**config.mk**
```make
export PLATFORM = sky130hd
export DESIGN_NAME = ram_stream_reader_flat
export DESIGN_NICKNAME = d
export VERILOG_FILES = /design/src/rtl/ram_stream_reader_if.sv /design/src/rtl/ram_stream_reader.sv /design/src/flat_wrapper.sv
export SDC_FILE = /design/constraint.sdc
export NUM_CORES = 1
export LEC_CHECK = 0
export CORE_MARGIN = 5
export CORE_UTILIZATION = 52
export CTS_CLUSTER_DIAMETER = 60
export CTS_CLUSTER_SIZE = 16
export DETAILED_ROUTE_END_ITERATION = 10
export MAX_ROUTING_LAYER = met4
export PLACE_DENSITY_LB_ADDON = 0.25
export SYNTH_ARGS = -nofsm -noshare
export SYNTH_HDL_FRONTEND = slang
export SYNTH_SLANG_ARGS = --single-unit
```
**constraint.sdc**
```tcl
create_clock -name clk -period 5 [get_ports clk]
set_input_delay 1 -clock clk [delete_from_list [all_inputs] [get_ports clk]]
set_output_delay 1 -clock clk [all_outputs]
set_load 0.02 [all_outputs]
```
**src/rtl/ram_stream_reader_if.sv**
```systemverilog
// Stream side of the RAM reader: valid/ready beat with data and end-of-transfer marker.
interface ram_stream_reader_if #(parameter int WIDTH = 32);
  logic             m_valid;
  logic             m_ready;
  logic [WIDTH-1:0] m_data;
  logic             m_last;

  modport master (output m_valid, output m_data, output m_last, input m_ready);
  modport slave  (input m_valid, input m_data, input m_last, output m_ready);
endinterface

```
**src/rtl/ram_stream_reader.sv**
```systemverilog
// Reads a block of words from a 1-cycle-latency RAM and streams them out
// through a 2-entry skid FIFO, with abort and zero/full-length transfers.
//   state | meaning
//   IDLE  | waiting for start; no reads issued
//   RUN   | issuing reads and streaming returned words
//   DRAIN | all reads issued; streaming the remaining words
module ram_stream_reader #(
  parameter int WIDTH = 32,
  parameter int DEPTH = 10
) (
  input  logic                 clk,
  input  logic                 reset,
  input  logic                 start,
  input  logic [DEPTH-1:0]     base,
  input  logic [DEPTH:0]       count,
  input  logic                 abort,
  output logic [DEPTH-1:0]     raddress,
  output logic                 ram_re,
  input  logic [WIDTH-1:0]     rdata,
  ram_stream_reader_if.master  m_if,
  output logic                 busy,
  output logic                 done
);

  typedef enum logic [1:0] {IDLE, RUN, DRAIN} state_t;

  state_t           state_q, state_d;
  logic [DEPTH-1:0] rd_ptr_q, rd_ptr_d;
  logic [DEPTH:0]   issue_left_q, issue_left_d;
  logic [DEPTH:0]   beat_left_q, beat_left_d;
  logic             inflight_q, inflight_d;
  logic [WIDTH-1:0] fifo0_q, fifo0_d;
  logic [WIDTH-1:0] fifo1_q, fifo1_d;
  logic             head_q, head_d;
  logic             tail_q, tail_d;
  logic [1:0]       occ_q, occ_d;
  logic             done_q, done_d;

  logic             valid;
  logic             pop;
  logic [2:0]       occ_sum;

  always_ff @(posedge clk or negedge reset) begin
    if (!reset) begin
      state_q      <= IDLE;
      rd_ptr_q     <= '0;
      issue_left_q <= '0;
      beat_left_q  <= '0;
      inflight_q   <= 1'b0;
      fifo0_q      <= '0;
      fifo1_q      <= '0;
      head_q       <= 1'b0;
      tail_q       <= 1'b0;
      occ_q        <= '0;
      done_q       <= 1'b0;
    end else begin
      state_q      <= state_d;
      rd_ptr_q     <= rd_ptr_d;
      issue_left_q <= issue_left_d;
      beat_left_q  <= beat_left_d;
      inflight_q   <= inflight_d;
      fifo0_q      <= fifo0_d;
      fifo1_q      <= fifo1_d;
      head_q       <= head_d;
      tail_q       <= tail_d;
      occ_q        <= occ_d;
      done_q       <= done_d;
    end
  end

  always_comb begin
    valid   = (occ_q != 2'd0);
    pop     = valid && m_if.m_ready;
    // Occupancy the FIFO would have next cycle; a new issue is allowed only if it still fits.
    occ_sum = {1'b0, occ_q} + {2'b00, inflight_q} - {2'b00, pop};
    ram_re  = (state_q == RUN) && (issue_left_q != '0) && (occ_sum < 3'd2);

    raddress      = rd_ptr_q;
    m_if.m_valid  = valid;
    m_if.m_data   = head_q ? fifo1_q : fifo0_q;
    m_if.m_last   = valid && (beat_left_q == (DEPTH+1)'(1));
    busy          = (state_q != IDLE);
    done          = done_q;

    state_d      = state_q;
    rd_ptr_d     = rd_ptr_q;
    issue_left_d = issue_left_q;
    beat_left_d  = beat_left_q;
    inflight_d   = 1'b0;
    fifo0_d      = fifo0_q;
    fifo1_d      = fifo1_q;
    head_d       = head_q;
    tail_d       = tail_q;
    occ_d        = occ_q;
    done_d       = 1'b0;

    case (state_q)
      IDLE: begin
        if (start) begin
          rd_ptr_d     = base;
          issue_left_d = count;
          beat_left_d  = count;
          if (count == '0) done_d = 1'b1;
          else             state_d = RUN;
        end
      end
      RUN, DRAIN: begin
        if (abort) begin
          state_d = IDLE;
          done_d  = 1'b1;
          occ_d   = '0;
          head_d  = 1'b0;
          tail_d  = 1'b0;
        end else begin
          if (ram_re) begin
            rd_ptr_d     = rd_ptr_q + DEPTH'(1);
            issue_left_d = issue_left_q - (DEPTH+1)'(1);
          end
          inflight_d = ram_re;
          if (inflight_q) begin
            if (tail_q) fifo1_d = rdata;
            else        fifo0_d = rdata;
            tail_d = ~tail_q;
          end
          if (pop) begin
            head_d      = ~head_q;
            beat_left_d = beat_left_q - (DEPTH+1)'(1);
          end
          occ_d = occ_q + {1'b0, inflight_q} - {1'b0, pop};
          if (state_q == RUN && issue_left_d == '0) state_d = DRAIN;
          if (pop && m_if.m_last) begin
            state_d = IDLE;
            done_d  = 1'b1;
          end
        end
      end
      default: state_d = IDLE;
    endcase
  end

endmodule

```
**src/flat_wrapper.sv**
```systemverilog
// flat-port wrapper written by rule: the top's interface ports become plain ports
module ram_stream_reader_flat 
#(
  parameter int WIDTH = 32,
  parameter int DEPTH = 10
)
  (clk, reset, start, base, count, abort, raddress, ram_re, rdata, busy, done, m_if_m_valid, m_if_m_data, m_if_m_last, m_if_m_ready);
  ram_stream_reader_if #(.WIDTH(WIDTH)) m_if_i ();
  input  logic clk;
  input  logic reset;
  input  logic start;
  input  logic [DEPTH-1:0] base;
  input  logic [DEPTH:0] count;
  input  logic abort;
  output logic [DEPTH-1:0] raddress;
  output logic ram_re;
  input  logic [WIDTH-1:0] rdata;
  output logic busy;
  output logic done;
  output wire logic [$bits(m_if_i.m_valid)-1:0] m_if_m_valid;
  output wire logic [$bits(m_if_i.m_data)-1:0] m_if_m_data;
  output wire logic [$bits(m_if_i.m_last)-1:0] m_if_m_last;
  input wire logic [$bits(m_if_i.m_ready)-1:0] m_if_m_ready;
  assign m_if_m_valid = m_if_i.m_valid;
  assign m_if_m_data = m_if_i.m_data;
  assign m_if_m_last = m_if_i.m_last;
  assign m_if_i.m_ready = m_if_m_ready;
  ram_stream_reader #(.WIDTH(WIDTH), .DEPTH(DEPTH)) u_core (.clk(clk), .reset(reset), .start(start), .base(base), .count(count), .abort(abort), .raddress(raddress), .ram_re(ram_re), .rdata(rdata), .m_if(m_if_i), .busy(busy), .done(done));
endmodule
```
==> results.sh <==
export IMPL_syn_inst=489
export IMPL_slew_viol_final=0
export IMPL_first_iter_violations=235
export IMPL_clock_skew_final_ps=9.38
export IMPL_regArea_um2=2600
export IMPL_viasPerCell=5.89
export IMPL_async_flop_share_pct=100
export IMPL_worstReg2RegStart="u_core.occ_q[1]$_DFFE_PN0N_"
export IMPL_syn_cell_area_um2=5430
export IMPL_synth_seq_area_share_pct=48.0
export IMPL_r2r_cells=14
export IMPL_place_worst_setup_slack_ps=84.4
export IMPL_cp_end_kind="output port"
export IMPL_grt_pass1_wl_mm=23.0
export IMPL_final_common_cell="dfrtp_1"
export IMPL_crit_fanout=4
export IMPL_routedWlPerCell_um=18.8
export IMPL_rows=37
export IMPL_setup_worst_path_start_class="input port"
export IMPL_fillers=839
export IMPL_die_w_um=112
export IMPL_hold_buffers=0
export IMPL_final_cell_mix="dfrtp_1 (104), clkdlybuf4s50_1 (102), mux2_2 (96)"
export IMPL_ctsLongestPathBuffers=2
export IMPL_firstDrtPassIters=4
export IMPL_multiInputGateArea_um2=2670
export IMPL_cts_buffers=9
export IMPL_worst_slack_ps=467
export IMPL_crit_path_cell_trace="clkdlybuf4s50_1, o21ai_0, inv_1, ha_1, inv_1, ha_1, inv_1, fa_1, and2_1, nand2_1, a31o_2, inv_1, dlymetal6s2s_1"
export IMPL_hold_violations=0
export IMPL_cp_common_cell="inv_1"
export IMPL_vias=4319
export IMPL_clock_latency_ps=370
export IMPL_yosys_warnings=0
export IMPL_syn_num_nets=557
export IMPL_synth_ff_type="dfrtp_1"
export IMPL_cpMaxStageDelayCell="clkdlybuf4s50_1"
export IMPL_fin_crit_ps=4530
export IMPL_max_clock_freq_mhz=221
export IMPL_crit_path_max_incr_delay_ps=550
export IMPL_arrival_ps=3530
export IMPL_initial_core_util_pct=53.0
export IMPL_yosysUniqueCellTypes=57
export IMPL_drv_cap=0
export IMPL_rsz0062_at_grt="false"
export IMPL_clock_sinks=104
export IMPL_avgSynthCellArea_um2=11.1
export IMPL_worst_slew_pin_slew_ps=876
export IMPL_layout_nets=660
export IMPL_critical_path_required_ps=4000
export IMPL_placed_area_um2=6640
export IMPL_antenna_cells=0
export IMPL_grt_ovfl_total=0
export IMPL_drive_above_1_share_pct=23.1
export IMPL_synthToLayoutAreaGrowth_pct=26.1
export IMPL_min_path_type="reg2reg"
export IMPL_holdCritStartpoint="u_core.fifo1_q[5]$_DFFE_PN0P_"
export IMPL_grt_max_degree=69
export IMPL_drc=0
export IMPL_track_usage_pct=23.2
export IMPL_cts_setup_buffers=0
export IMPL_clockRootBuffer="clkbuf_8"
export IMPL_crit_buf_inv=6
export IMPL_portBuffers=104
export IMPL_min_path_cells=1
export IMPL_grt_pass1_vias=4509
export IMPL_antenna_found_initial=0
export IMPL_period_share_pct=90.7
export IMPL_timing_rr_end="u_core.state_q[0]$_DFFE_PN0P_"
export IMPL_dpl_hpwl_mm=9.90
export IMPL_setup_viol=0
export IMPL_ios=105
export IMPL_ys_ff_latch=104
export IMPL_drt_total_wl_mm=13.8
export IMPL_hold_end="u_core.fifo1_q[5]$_DFFE_PN0P_"
export IMPL_die_area_um2=12600
export IMPL_synth_enable_flop_cells=0
export IMPL_gp_congestion=0.967
export IMPL_drtAntennaViolNets=0
export IMPL_stdcell_area_um2=6840
export IMPL_crit_type="in2out"
export IMPL_irDropWorstVdd_uv=445
export IMPL_p_leak_uw=0.00300
export IMPL_die_h_um=112
export IMPL_tns_ps=0
export IMPL_crit_family="buffers and inverters"
export IMPL_powerDensity_nw_per_um2=614
export IMPL_status="completed"
export IMPL_clkSlewWorstSetupHoldPaths_ps=90
export IMPL_cts_tree="yes"
export IMPL_core_area_um2=10200
export IMPL_slew_limit_headroom_pct=41.6
export IMPL_r2r_slack_ps=1350
export IMPL_htreeDepth=3
## state kept, by name (all words and copies together) (netlist names)
name,flops
u_core.fifo1_q,32
u_core.fifo0_q,32
u_core.issue_left_q,11
u_core.state_q,2
u_core.head_q,1
u_core.raddress,10
u_core.done,1
u_core.inflight_q,1
u_core.occ_q,2
u_core.beat_left_q,11
u_core.tail_q,1
## synth_stat cells, types with 2 or more instances
| cell type | n | area [um^2] |
|---|---|---|
| nand2_1 | 33 | 124 |
| or4_1 | 2 | 15.0 |
| nand4_1 | 4 | 25.0 |
| inv_1 | 19 | 71.3 |
| nand2b_1 | 3 | 18.8 |
| mux2_2 | 96 | 1080 |
| a31o_2 | 3 | 26.3 |
| a22oi_1 | 4 | 30.0 |
| a2bb2oi_1 | 2 | 17.5 |
| mux2i_1 | 12 | 120 |
| nand4b_1 | 2 | 17.5 |
| a21oi_1 | 30 | 150 |
| nor2_1 | 18 | 67.6 |
| o21ai_0 | 23 | 115 |
| o31ai_1 | 3 | 22.5 |
| nor4b_1 | 3 | 26.3 |
| nor3_1 | 8 | 40.0 |
| o2111ai_1 | 3 | 26.3 |
| o21a_1 | 2 | 15.0 |
| ha_1 | 9 | 113 |
| clkbuf_1 | 22 | 82.6 |
| and2_1 | 3 | 18.8 |
| dfrtp_1 | 104 | 2600 |
| a31oi_1 | 5 | 31.3 |
| o22ai_1 | 20 | 125 |
| o2bb2ai_1 | 3 | 26.3 |
| a221o_1 | 3 | 30.0 |
| nor4_1 | 6 | 37.5 |
| or3_1 | 3 | 18.8 |
| nand3_1 | 13 | 65.1 |
| a311oi_1 | 2 | 17.5 |
## cells by family after synthesis
family                   count (synthesis)  synth area share (%)
AO/OA/AOI/OAI                          113                  13.6
flip-flops                             104                  48.0
multiplexers                           108                  22.1
XOR/XNOR                                 2                 0.323
AND/OR/NAND/NOR                        109                  10.5
adder cells (fa/ha/maj)                 10                  2.44
buffers and inverters                   43                  3.00
## worst register-to-register path: cells and delay by family (launching register included)
kind | cells | cell delay (ps)
AOI/OAI and AO/OA | 4 | 1000
adders and majority gates | 3 | 890
buffers and inverters | 4 | 320
DFF | 1 | 490
muxes | 1 | 150
and+or+nand+nor | 2 | 690
## stage by stage
step / util [%] / hold WS, ps / instances / total power [uW]
after detailed placement: 64.9 / 487 / 717 / 3670
after floorplan: - / 474 / 489 / 2830
after global routing: 66.9 / 533 / 733 / 4500
final: 66.9 / 507 / 733 / 4200
after CTS: 66.8 / 511 / 733 / 4220
after global placement: 64.9 / 481 / 717 / 3600
## layer usage
metal	up-vias	GRT usage, %	wire length (um)
met1	2153	29.0	5960
met2	131	37.3	6790
li1	2012	-	-
met4	0	6.97	255
met5	-	-	0
met3	23	6.04	802
## report_power, final
group / switching (uW) / leakage [uW] / internal (uW)
sequential: 286 / 0.00133 / 1150
clock: 296 / 0.0000998 / 238
combinational: 1170 / 0.00158 / 1060
## area by class of cell
type / count / area share [%]
inverters: 19 / 1.04
well taps: 136 / 2.49
flip-flops and latches: 104 / 38.0
clock buffers: 11 / 1.92
repair buffers: 116 / 16.5
multi-input cells: 342 / 39.1
clock inverters: 5 / 0.933
## worst max path at each step
stage / slack, ps / cells after the start / to / start
floorplan: 730 / 12 / ram_re / m_if_m_ready
global placement: 120 / 13 / ram_re / m_if_m_ready
detailed placement: 80 / 13 / ram_re / m_if_m_ready
CTS: 70 / 13 / ram_re / m_if_m_ready
global route: 300 / 13 / ram_re / m_if_m_ready
finish: 470 / 13 / ram_re / m_if_m_ready
## repair_timing
item,in CTS,in global routing
endpoints found under the hold margin,0,0
gates resized for setup,0,2
endpoints found under the setup margin,0,1
Power figures use the tool's default switching activity.
